### src/rtl/dmem_arbiter_if.sv
`default_nettype none
// ============================================================================
// dmem_arbiter_if : core, aux-master and data-memory signals of dmem_arbiter.
// Rev 1.0
// ============================================================================
interface dmem_arbiter_if;
  // core (pipeline Memory stage) side
  logic [3:0]  core_en;
  logic        core_wea;
  logic        core_rea;
  logic [31:0] core_addr;
  logic [31:0] core_din;
  logic [31:0] core_dout;
  logic        mem_hold;
  // auxiliary bus master side
  logic        aux_req;
  logic        aux_we;
  logic [3:0]  aux_be;
  logic [31:0] aux_addr;
  logic [31:0] aux_wdata;
  logic        aux_gnt;
  logic        aux_rvalid;
  logic [31:0] aux_rdata;
  // data BRAM side
  logic [3:0]  m_en;
  logic        m_wea;
  logic        m_rea;
  logic [31:0] m_addr;
  logic [31:0] m_din;
  logic [31:0] m_dout;

  // arbiter view
  modport slave (
    input  core_en, core_wea, core_rea, core_addr, core_din,
    output core_dout, mem_hold,
    input  aux_req, aux_we, aux_be, aux_addr, aux_wdata,
    output aux_gnt, aux_rvalid, aux_rdata,
    output m_en, m_wea, m_rea, m_addr, m_din,
    input  m_dout
  );

  // environment view: core, aux master and memory together
  modport master (
    output core_en, core_wea, core_rea, core_addr, core_din,
    input  core_dout, mem_hold,
    output aux_req, aux_we, aux_be, aux_addr, aux_wdata,
    input  aux_gnt, aux_rvalid, aux_rdata,
    input  m_en, m_wea, m_rea, m_addr, m_din,
    output m_dout
  );
endinterface
`default_nettype wire

### src/rtl/dmem_arbiter.sv
`default_nettype none
// ============================================================================
// dmem_arbiter : core-priority arbiter for the shared data-memory port.
// Optional aux starvation guard via `DMEM_ARB_STARVE_GUARD_EN.   Rev 1.0
// ============================================================================
module dmem_arbiter #(
  parameter int AUX_MAX_WAIT = 16,
  parameter int AUX_BURST    = 4
) (
  input  logic          clk,
  input  logic          Rst,
  dmem_arbiter_if.slave arb
);

  localparam logic [1:0] RD_NONE = 2'd0;
  localparam logic [1:0] RD_CORE = 2'd1;
  localparam logic [1:0] RD_AUX  = 2'd2;

  logic        creq;
  logic        force_mode;
  logic        core_gnt;
  logic        aux_gnt;
  logic [1:0]  rd_owner_q, rd_owner_d;
  logic [31:0] core_dout_q, core_dout_d;
  logic [31:0] aux_rdata_q, aux_rdata_d;

  assign creq = arb.core_rea | arb.core_wea;

`ifdef DMEM_ARB_STARVE_GUARD_EN
  localparam int WAIT_W  = (AUX_MAX_WAIT > 1) ? $clog2(AUX_MAX_WAIT) : 1;
  localparam int BURST_W = (AUX_BURST > 1) ? $clog2(AUX_BURST) : 1;
  localparam logic [WAIT_W-1:0]  WAIT_LAST  = WAIT_W'(AUX_MAX_WAIT - 1);
  localparam logic [BURST_W-1:0] BURST_LAST = BURST_W'(AUX_BURST - 1);

  localparam logic [0:0] S_CORE  = 1'b0;
  localparam logic [0:0] S_FORCE = 1'b1;

  logic [0:0]         state_q, state_d;
  logic [WAIT_W-1:0]  wait_cnt_q, wait_cnt_d;
  logic [BURST_W-1:0] burst_cnt_q, burst_cnt_d;

  always_ff @(posedge clk) begin
    if (Rst) begin
      state_q <= S_CORE;
    end else begin
      state_q <= state_d;
    end
  end

  always_comb begin
    state_d = state_q;
    case (state_q)
      S_CORE: begin
        if (wait_cnt_q == WAIT_LAST && arb.aux_req && creq) begin
          state_d = S_FORCE;
        end
      end
      S_FORCE: begin
        if (!arb.aux_req || (aux_gnt && burst_cnt_q == BURST_LAST)) begin
          state_d = S_CORE;
        end
      end
      default: state_d = S_CORE;
    endcase
  end

  // wait_cnt saturates; burst_cnt restarts on every entry into the forced burst
  always_comb begin
    wait_cnt_d = wait_cnt_q;
    if (aux_gnt) begin
      wait_cnt_d = '0;
    end else if (arb.aux_req && wait_cnt_q != WAIT_LAST) begin
      wait_cnt_d = wait_cnt_q + 1'b1;
    end

    burst_cnt_d = burst_cnt_q;
    if (state_q == S_CORE && state_d == S_FORCE) begin
      burst_cnt_d = '0;
    end else if (state_q == S_FORCE && aux_gnt) begin
      burst_cnt_d = burst_cnt_q + 1'b1;
    end
  end

  always_ff @(posedge clk) begin
    if (Rst) begin
      wait_cnt_q  <= '0;
      burst_cnt_q <= '0;
    end else begin
      wait_cnt_q  <= wait_cnt_d;
      burst_cnt_q <= burst_cnt_d;
    end
  end

  assign force_mode = (state_q == S_FORCE);
`else
  // Strict core priority; the parameters only shape the guard build.
  if (AUX_MAX_WAIT >= 1 && AUX_BURST >= 1) begin : g_strict_prio
    assign force_mode = 1'b0;
  end
`endif

  always_comb begin
    core_gnt = 1'b0;
    aux_gnt  = 1'b0;
    if (!Rst) begin
      if (force_mode && arb.aux_req) begin
        aux_gnt = 1'b1;
      end else if (creq) begin
        core_gnt = 1'b1;
      end else if (arb.aux_req) begin
        aux_gnt = 1'b1;
      end
    end
  end

  always_comb begin
    arb.m_en   = '0;
    arb.m_wea  = 1'b0;
    arb.m_rea  = 1'b0;
    arb.m_addr = '0;
    arb.m_din  = '0;
    if (core_gnt) begin
      arb.m_en   = arb.core_en;
      arb.m_wea  = arb.core_wea;
      arb.m_rea  = arb.core_rea;
      arb.m_addr = arb.core_addr;
      arb.m_din  = arb.core_din;
    end else if (aux_gnt) begin
      arb.m_en   = arb.aux_be;
      arb.m_wea  = arb.aux_we;
      arb.m_rea  = !arb.aux_we;
      arb.m_addr = arb.aux_addr;
      arb.m_din  = arb.aux_wdata;
    end
  end

  always_comb begin
    rd_owner_d = RD_NONE;
    if (core_gnt && arb.core_rea) begin
      rd_owner_d = RD_CORE;
    end else if (aux_gnt && !arb.aux_we) begin
      rd_owner_d = RD_AUX;
    end
  end

  // The BRAM output register supplies the data in the return cycle; the
  // local registers keep the last value until the next return of that owner.
  assign core_dout_d = (rd_owner_q == RD_CORE) ? arb.m_dout : core_dout_q;
  assign aux_rdata_d = (rd_owner_q == RD_AUX)  ? arb.m_dout : aux_rdata_q;

  always_ff @(posedge clk) begin
    if (Rst) begin
      rd_owner_q  <= RD_NONE;
      core_dout_q <= '0;
      aux_rdata_q <= '0;
    end else begin
      rd_owner_q  <= rd_owner_d;
      core_dout_q <= core_dout_d;
      aux_rdata_q <= aux_rdata_d;
    end
  end

  assign arb.core_dout  = Rst ? 32'd0 : core_dout_d;
  assign arb.aux_rdata  = Rst ? 32'd0 : aux_rdata_d;
  assign arb.aux_rvalid = !Rst && (rd_owner_q == RD_AUX);
  assign arb.aux_gnt    = aux_gnt;
  assign arb.mem_hold   = creq & !core_gnt;

endmodule
`default_nettype wire

### src/flat_wrapper.sv
// flat-port wrapper written by rule: the top's interface ports become plain ports
module dmem_arbiter_flat 
#(
  parameter int AUX_MAX_WAIT = 16,
  parameter int AUX_BURST    = 4
)
  (clk, Rst, arb_core_en, arb_core_wea, arb_core_rea, arb_core_addr, arb_core_din, arb_core_dout, arb_mem_hold, arb_aux_req, arb_aux_we, arb_aux_be, arb_aux_addr, arb_aux_wdata, arb_aux_gnt, arb_aux_rvalid, arb_aux_rdata, arb_m_en, arb_m_wea, arb_m_rea, arb_m_addr, arb_m_din, arb_m_dout);
  dmem_arbiter_if arb_i ();
  input  logic clk;
  input  logic Rst;
  input wire logic [$bits(arb_i.core_en)-1:0] arb_core_en;
  input wire logic [$bits(arb_i.core_wea)-1:0] arb_core_wea;
  input wire logic [$bits(arb_i.core_rea)-1:0] arb_core_rea;
  input wire logic [$bits(arb_i.core_addr)-1:0] arb_core_addr;
  input wire logic [$bits(arb_i.core_din)-1:0] arb_core_din;
  output wire logic [$bits(arb_i.core_dout)-1:0] arb_core_dout;
  output wire logic [$bits(arb_i.mem_hold)-1:0] arb_mem_hold;
  input wire logic [$bits(arb_i.aux_req)-1:0] arb_aux_req;
  input wire logic [$bits(arb_i.aux_we)-1:0] arb_aux_we;
  input wire logic [$bits(arb_i.aux_be)-1:0] arb_aux_be;
  input wire logic [$bits(arb_i.aux_addr)-1:0] arb_aux_addr;
  input wire logic [$bits(arb_i.aux_wdata)-1:0] arb_aux_wdata;
  output wire logic [$bits(arb_i.aux_gnt)-1:0] arb_aux_gnt;
  output wire logic [$bits(arb_i.aux_rvalid)-1:0] arb_aux_rvalid;
  output wire logic [$bits(arb_i.aux_rdata)-1:0] arb_aux_rdata;
  output wire logic [$bits(arb_i.m_en)-1:0] arb_m_en;
  output wire logic [$bits(arb_i.m_wea)-1:0] arb_m_wea;
  output wire logic [$bits(arb_i.m_rea)-1:0] arb_m_rea;
  output wire logic [$bits(arb_i.m_addr)-1:0] arb_m_addr;
  output wire logic [$bits(arb_i.m_din)-1:0] arb_m_din;
  input wire logic [$bits(arb_i.m_dout)-1:0] arb_m_dout;
  assign arb_i.core_en = arb_core_en;
  assign arb_i.core_wea = arb_core_wea;
  assign arb_i.core_rea = arb_core_rea;
  assign arb_i.core_addr = arb_core_addr;
  assign arb_i.core_din = arb_core_din;
  assign arb_core_dout = arb_i.core_dout;
  assign arb_mem_hold = arb_i.mem_hold;
  assign arb_i.aux_req = arb_aux_req;
  assign arb_i.aux_we = arb_aux_we;
  assign arb_i.aux_be = arb_aux_be;
  assign arb_i.aux_addr = arb_aux_addr;
  assign arb_i.aux_wdata = arb_aux_wdata;
  assign arb_aux_gnt = arb_i.aux_gnt;
  assign arb_aux_rvalid = arb_i.aux_rvalid;
  assign arb_aux_rdata = arb_i.aux_rdata;
  assign arb_m_en = arb_i.m_en;
  assign arb_m_wea = arb_i.m_wea;
  assign arb_m_rea = arb_i.m_rea;
  assign arb_m_addr = arb_i.m_addr;
  assign arb_m_din = arb_i.m_din;
  assign arb_i.m_dout = arb_m_dout;
  dmem_arbiter #(.AUX_MAX_WAIT(AUX_MAX_WAIT), .AUX_BURST(AUX_BURST)) u_core (.clk(clk), .Rst(Rst), .arb(arb_i));
endmodule
### config.mk
export PLATFORM = sky130hd
export DESIGN_NAME = dmem_arbiter_flat
export DESIGN_NICKNAME = d
export VERILOG_FILES = /design/src/rtl/dmem_arbiter_if.sv /design/src/rtl/dmem_arbiter.sv /design/src/flat_wrapper.sv
export SDC_FILE = /design/constraint.sdc
export NUM_CORES = 1
export LEC_CHECK = 0
export ABC_AREA = 0
export CAP_MARGIN = 20
export CORE_AREA = 2 2 120 122
export CTS_BUF_LIST = sky130_fd_sc_hd__clkbuf_4
export DETAILED_ROUTE_END_ITERATION = 16
export DIE_AREA = 0 0 122 124
export PLACE_DENSITY = 0.67
export SYNTH_ARGS = -nofsm -noshare
export SYNTH_HDL_FRONTEND = slang
export SYNTH_SLANG_ARGS = --single-unit
### constraint.sdc
create_clock -name clk -period 2.3 [get_ports clk]
set_input_delay 0.69 -clock clk [delete_from_list [all_inputs] [get_ports clk]]
set_output_delay 0.69 -clock clk [all_outputs]
set_load 0.1 [all_outputs]
==> run metrics, run 1 <==
met3 WL 2260 um; WL final 29,700 um; slew margin rel. 66.8%; most common cell in the netlist nand2_1; cell mode on critical path buf_12; RSZ-0062 raised after global routing true; Post-synth top flop dfxtp_1; crit end category primary output; Global Route Usage Sum 31.5%; Pre-antenna DRT Iters 4; Residual DRC 0; die footprint 15,100 um^2; Peak VDD IR 0.260 mV; failing checks setup timing; CTS Root Cell clkbuf_4; DR WL/cell 27.4 um; final-report setup violation count 135; PortBufs 310; Initial Utilization 24.8%; power density over cell area 388 nW/um^2; crit share post-route 115%; static leakage power 4.43 nW; Yosys top cell by area dfxtp_1; Max Cap Viol 0; DR WL met2 16,200 um; sequential area share after synthesis 38.8%; H-tree depth 3; Power Total 4.89 mW; largest net degree at the start of global routing 40; clock buffer depth 2; CP arrival 1.96 ns; Buffers & Inverters on Critical Path 3; synthesized area 3400 um^2; number of fill cells 435; first-pass GRT wire length 35,600 um; worst min path class flip-flop to flip-flop; GRT overflow 0; cts bufs inserted 9; fin area 12,600 um^2; Nets 1,070; synth top area cells dfxtp_1 39%, nand2_1 22%, a21oi_1 20%, nand3_1 10%, buf_2 3.2%; minimum clock period 2.65 ns; critical path launch point type flip-flop; CTS tree built; Multi-input gate area 4870 um^2; Clk pin slew, worst setup/hold paths 0.15 ns; setup slack at placement -0.632 ns; Vias 5,858; Highest Signal Layer met4; status finished, violations left; Core ar. 13,700 um^2; number of synthesized flops with an enable pin 0; clock insertion delay at the later pin of the skew report 0.46 ns; die height 124 um; Synthesis Warnings 0; Area Overhead vs Synth 270%; Placed Area 10,100 um^2; Post-Syn Nets 706; CP Class flip-flop to primary output; worst path required time 1.61 ns; post-synthesis async set-or-reset flop share 0%; hold buffers post-CTS 0; critical-path cell list nor2b_4, buf_4, buf_12, nand2_1, a21oi_4, buf_12; initial antenna violation count 1; fmax 0.378 GHz; FF/Latch Area 1330 um^2; syn_area_per_cell 6.40 um^2; Final Hold Fails 0; Final TNS setup -26.81 ns; vias per cell 5.41; Die X-Extent 122 um; Slew @ Worst Pin 0.494 ns; crit-path max FO 8; Gate Count Post-Synth 532; Worst Setup Slack, final -0.345 ns; number of global-route vias before repair 6,177; Synth top area share 38.8%; Final Slew Violations 0; Yosys reg bits 66; Final Hold Slack 0.502 ns; Yosys cell types 19; layout cell share with drive strength beyond 1 66.0%; crit-path leading delay family buffers and inverters; Critical-path top delay cell dfxtp_4; clock tree sinks 66; GP Congestion 0.924; Synth top cells by count 196 x nand2_1, 133 x a21oi_1, 68 x nand3_1, 66 x dfxtp_1, 26 x clkbuf_1; hpwl dp 15,600 um; Setup Skew 0.0196 ns; met1 WL 9480 um; Critical Path Max Stage Delay 0.40 ns; initial detailed-routing violation count 416; remaining antenna violation count 0; num rows 43; io pins 311
-- registers in the layout (all words and copies together), names as in the netlist --
| register | count |
|---|---|
| u_core.rd_owner_q | 2 |
| u_core.core_dout_q | 32 |
| u_core.aux_rdata_q | 32 |
-- kinds of logic after synthesis --
kind of cell | Yosys count | share of synthesized area (%)
buf+inv | 54 | 7.53
compound gates | 134 | 19.7
flops | 66 | 38.8
simple gates | 278 | 33.9
-- worst register-to-register path, delay by kind of cell (launching register included) --
kind	cells	cell delay (ns)
compound gates	1	0.20
buf+inv	3	0.47
simple gates	2	0.33
flops	1	0.40
-- per-layer routing --
layer,vias to the layer above,GRT usage (%)
li1,2520,-
met5,-,0
met4,0,15.0
met1,2889,32.6
met3,107,7.97
met2,342,59.4
-- area by class of cell --
type,count,area share (%)
Timing Repair Buffer,406,47.7
Multi-Input combinational cell,412,38.6
Tap cell,180,1.79
Antenna cell,1,0.0198
Inverter,1,0.0298
Sequential cell,66,10.5
Clock inverter,7,0.744
Clock buffer,9,0.536
-- power breakdown --
part	internal [mW]	total [mW]	switching (mW)
Clock	0.438	0.953	0.515
Combinational	1.11	2.75	1.64
Sequential	1.18	1.19	0.0188
Total	2.72	4.89	2.17
-- final timing paths --
kind,startpoint,to,slack (ns),depth (start not counted)
worst max-delay path,u_core.rd_owner_q[0]$_SDFF_PP0_,arb_core_dout[21],-0.35,6
worst min-delay path,u_core.aux_rdata_q[13]$_DFF_P_,u_core.aux_rdata_q[13]$_DFF_P_,0.50,2
worst max register to register,u_core.rd_owner_q[0]$_SDFF_PP0_,u_core.core_dout_q[3]$_DFF_P_,0.88,6
worst min register to register,u_core.aux_rdata_q[13]$_DFF_P_,u_core.aux_rdata_q[13]$_DFF_P_,0.50,2
-- stage by stage --
stage | cells | utilization [%]
after floorplan | 532 | -
after global placement | 1000 | 73.6
after detailed placement | 1000 | 73.6
after CTS | 1059 | 84.6
after global routing | 1082 | 91.9
final | 1082 | 91.9
-- cells in the final DEF, fill, tap and decap left out, types with 2 or more instances in the layout --
cell type        instances
nand2_4                 67
nor2_4                   3
buf_16                  12
clkinv_4                 2
buf_6                   14
nand2_1                 68
clkdlybuf4s50_1        163
clkbuf_16                9
dfxtp_1                 64
nand2_2                 60
dfxtp_4                  2
dlygate4sd2_1            4
bufinv_16                2
nand2b_4                 3
nor2b_4                  2
buf_12                 161
or2_4                    2
nand3_4                 61
clkbuf_4                 9
buf_4                   30
dlymetal6s2s_1           2
buf_8                   11
nand3_2                  6
a21oi_4                133
-- timing repair --
action / CTS / global route
setup endpoints to repair: 136 / 136
pin swaps: 96 / 110
cloned: 14 / 10
buffers inserted: 29 / 16
gates resized for setup: 205 / 158
(Power assumes the default switching activity.)
==> inputs of run 2 (changes only) <==
--- a/config.mk
+++ b/config.mk
@@ -6,12 +6,12 @@
 export NUM_CORES = 1
 export LEC_CHECK = 0
 export ABC_AREA = 0
-export CAP_MARGIN = 20
 export CORE_AREA = 2 2 120 122
 export CTS_BUF_LIST = sky130_fd_sc_hd__clkbuf_4
 export DETAILED_ROUTE_END_ITERATION = 16
 export DIE_AREA = 0 0 122 124
 export PLACE_DENSITY = 0.67
+export SKIP_LAST_GASP = 1
 export SYNTH_ARGS = -nofsm -noshare
 export SYNTH_HDL_FRONTEND = slang
 export SYNTH_SLANG_ARGS = --single-unit
==> constraint.sdc (replaced) <==
create_clock -name clk -period 3.2 [get_ports clk]
set_input_delay 0.96 -clock clk [delete_from_list [all_inputs] [get_ports clk]]
set_output_delay 0.96 -clock clk [all_outputs]
set_load 0.1 [all_outputs]
==> run 2 against run 1 <==
Net effect: the run now ends clean; utilization shrank 24 points; sequential power down 28%; register-to-register slack improved by 0.94 ns; power is 39% lower; wire length down 39%; critical path type is now input port to primary output; critical endpoint is now arb_m_rea; highest routed layer unchanged; largest cell class unchanged; final cell count is 6.0% lower.
==> run metrics, run 2 (synthesized netlist as in run 1, its figures left out) <==
die height 124 um; internal power 1.78 mW; critical-path cell list clkdlybuf4s50_1, or2_2, a21oi_2, buf_12; initial detailed-routing violation count 237; min-delay src u_core.aux_rdata_q[31]$_DFF_P_; Setup Skew 0.0179 ns; Seq pwr share 28.3%; Nets 1,006; initial antenna violation count 0; hpwl dp 14,300 um; Area Overhead vs Synth 173%; number of global-route vias before repair 4,964; n_diodes 0; Pre-antenna DRT Iters 4; clock insertion delay at the later pin of the skew report 0.42 ns; fin area 9280 um^2; Top Registers u_core.aux_rdata_q: 32 flops, u_core.core_dout_q: 32 flops, u_core.rd_owner_q: 2 flops; Residual DRC 0; io pins 311; Clk network pwr share 20.3%; remaining antenna violation count 0; worst reg-to-reg path cell count 4; Hold Path End u_core.aux_rdata_q[31]$_DFF_P_; flop2flop setup slack 1.82 ns; CP arrival 2.12 ns; worst min path class flip-flop to flip-flop; num rows 43; H-tree depth 3; cts bufs inserted 9; WL final 18,100 um; power share of the combinational group 51.4%; power density over cell area 324 nW/um^2; die footprint 15,100 um^2; GP Congestion 0.906; GRT overflow 0; static leakage power 3.34 nW; clock buffer depth 2; Critical-path top delay cell clkdlybuf4s50_1; Max Cap Viol 0; crit-path max FO 3; met1 WL 6680 um; CTS Root Cell clkbuf_4; crit share post-route 96.4%; Die X-Extent 122 um; clock tree sinks 66; PortBufs 310; Placed Cells 994; non-filler instance count after layout 1,017; NetSw 1.23 mW; worst reg2reg endpoint u_core.core_dout_q[8]$_DFF_P_; Vias 4,898; Core ar. 13,700 um^2; first-pass GRT wire length 26,900 um; worst path required time 2.24 ns; RSZ-0062 raised after global routing false; CTS tree built; most frequent cells in the layout 196 x nand2_1, 169 x clkdlybuf4s50_1, 146 x buf_12; crit end category primary output; DR WL/cell 17.8 um; start of the worst register-to-register path u_core.rd_owner_q[0]$_SDFF_PP0_; Final Hold Fails 0; fmax 0.324 GHz; critical path launch point type input port; most common cell after layout, fill and taps aside nand2_1; final-report setup violation count 0; CP startpoint arb_aux_we; slew margin rel. 70.0%; Highest Signal Layer met4; Initial Utilization 24.8%; Slew @ Worst Pin 0.451 ns; Global Route Usage Sum 22.9%; Placed Area 8930 um^2; met3 WL 1360 um; Final Slew Violations 0; largest net degree at the start of global routing 47; DR WL met2 9770 um; hold buffers post-CTS 0; Peak VDD IR 0.245 mV; WHS Path Cells 2; Clk pin slew, worst setup/hold paths 0.10 ns; vias per cell 4.82; status finished clean; Critical Path Max Stage Delay 0.46 ns; Switching Fraction 40.8%; minimum clock period 3.08 ns; CP Class input port to primary output; layout cell share with drive strength beyond 1 34.1%
-- run 2: cell types whose count changed in the layout (fill, tap and decap cells not counted), moves of 14 or more --
cell / change
a21oi_2: +19
a21oi_4: -70
nand2_1: +128
nand3_1: +59
nand3_4: -61
a21oi_1: +51
buf_6: -14
nand2_4: -67
nand2_2: -60
buf_12: -15
-- run 2: power groups by stage --
stage                     Clock, mW  Sequential [mW]  Combinational (mW)
final                         0.609            0.852                1.55
after detailed placement          0            0.871                1.51
after CTS                     0.629            0.852                1.52
after global routing          0.666            0.854                1.59
after floorplan                   0            0.869               0.852
after global placement            0            0.869                1.50
-- run 2: worst max-delay path by stage --
stage,end,slack [ns],depth (start not counted)
final,arb_m_rea,0.12,4
after global routing,arb_m_addr[0],0.07,7
after CTS,arb_m_din[11],0.008,6
after detailed placement,arb_m_din[29],-0.22,6
after global placement,arb_m_rea,-0.20,6
after floorplan,arb_aux_rdata[10],-0.60,3
-- run 2: area by class of cell --
cell class	count	area (um^2)
Clock buffer	10	75.1
Multi-Input combinational cell	412	2670
Clock inverter	6	81.3
Timing Repair Buffer	342	4900
Fill cell	1029	4440
Tap cell	180	225
Sequential cell	66	1320
Inverter	1	3.75
-- run 2: metrics by stage --
stage	setup TNS (ns)	hold slack (ns)	power, mW	setup slack (ns)	utilization [%]
6_report	0	0.493	3.01	0.115	67.6
2_1_floorplan	-34.93	0.693	1.72	-0.599	-
3_5_place_dp	-12.28	0.478	2.39	-0.216	65.1
3_3_place_gp	-10.59	0.476	2.37	-0.204	65.1
4_1_cts	0	0.497	3.01	0.00782	66.5
5_1_grt	0	0.508	3.11	0.0665	67.6
-- run 2: per-layer routing --
layer	global-route usage, %	vias to the layer above
met2	42.6	206
met5	0	-
met3	6.23	24
met1	25.4	2304
met4	6.54	0
li1	-	2364
-- run 2: worst max-delay path, delay by kind of cell --
family                 cells  cell delay (ns)
AND/OR/NAND/NOR            1             0.33
buffers and inverters      2             0.65
AO/OA/AOI/OAI              1             0.18
-- run 2: repair_timing --
item,in CTS,in global routing
pin swaps,0,38
cloned,1,4
hold endpoints to repair,0,0
setup buffers,0,2
setup endpoints to repair,71,60
gates resized for setup,4,15
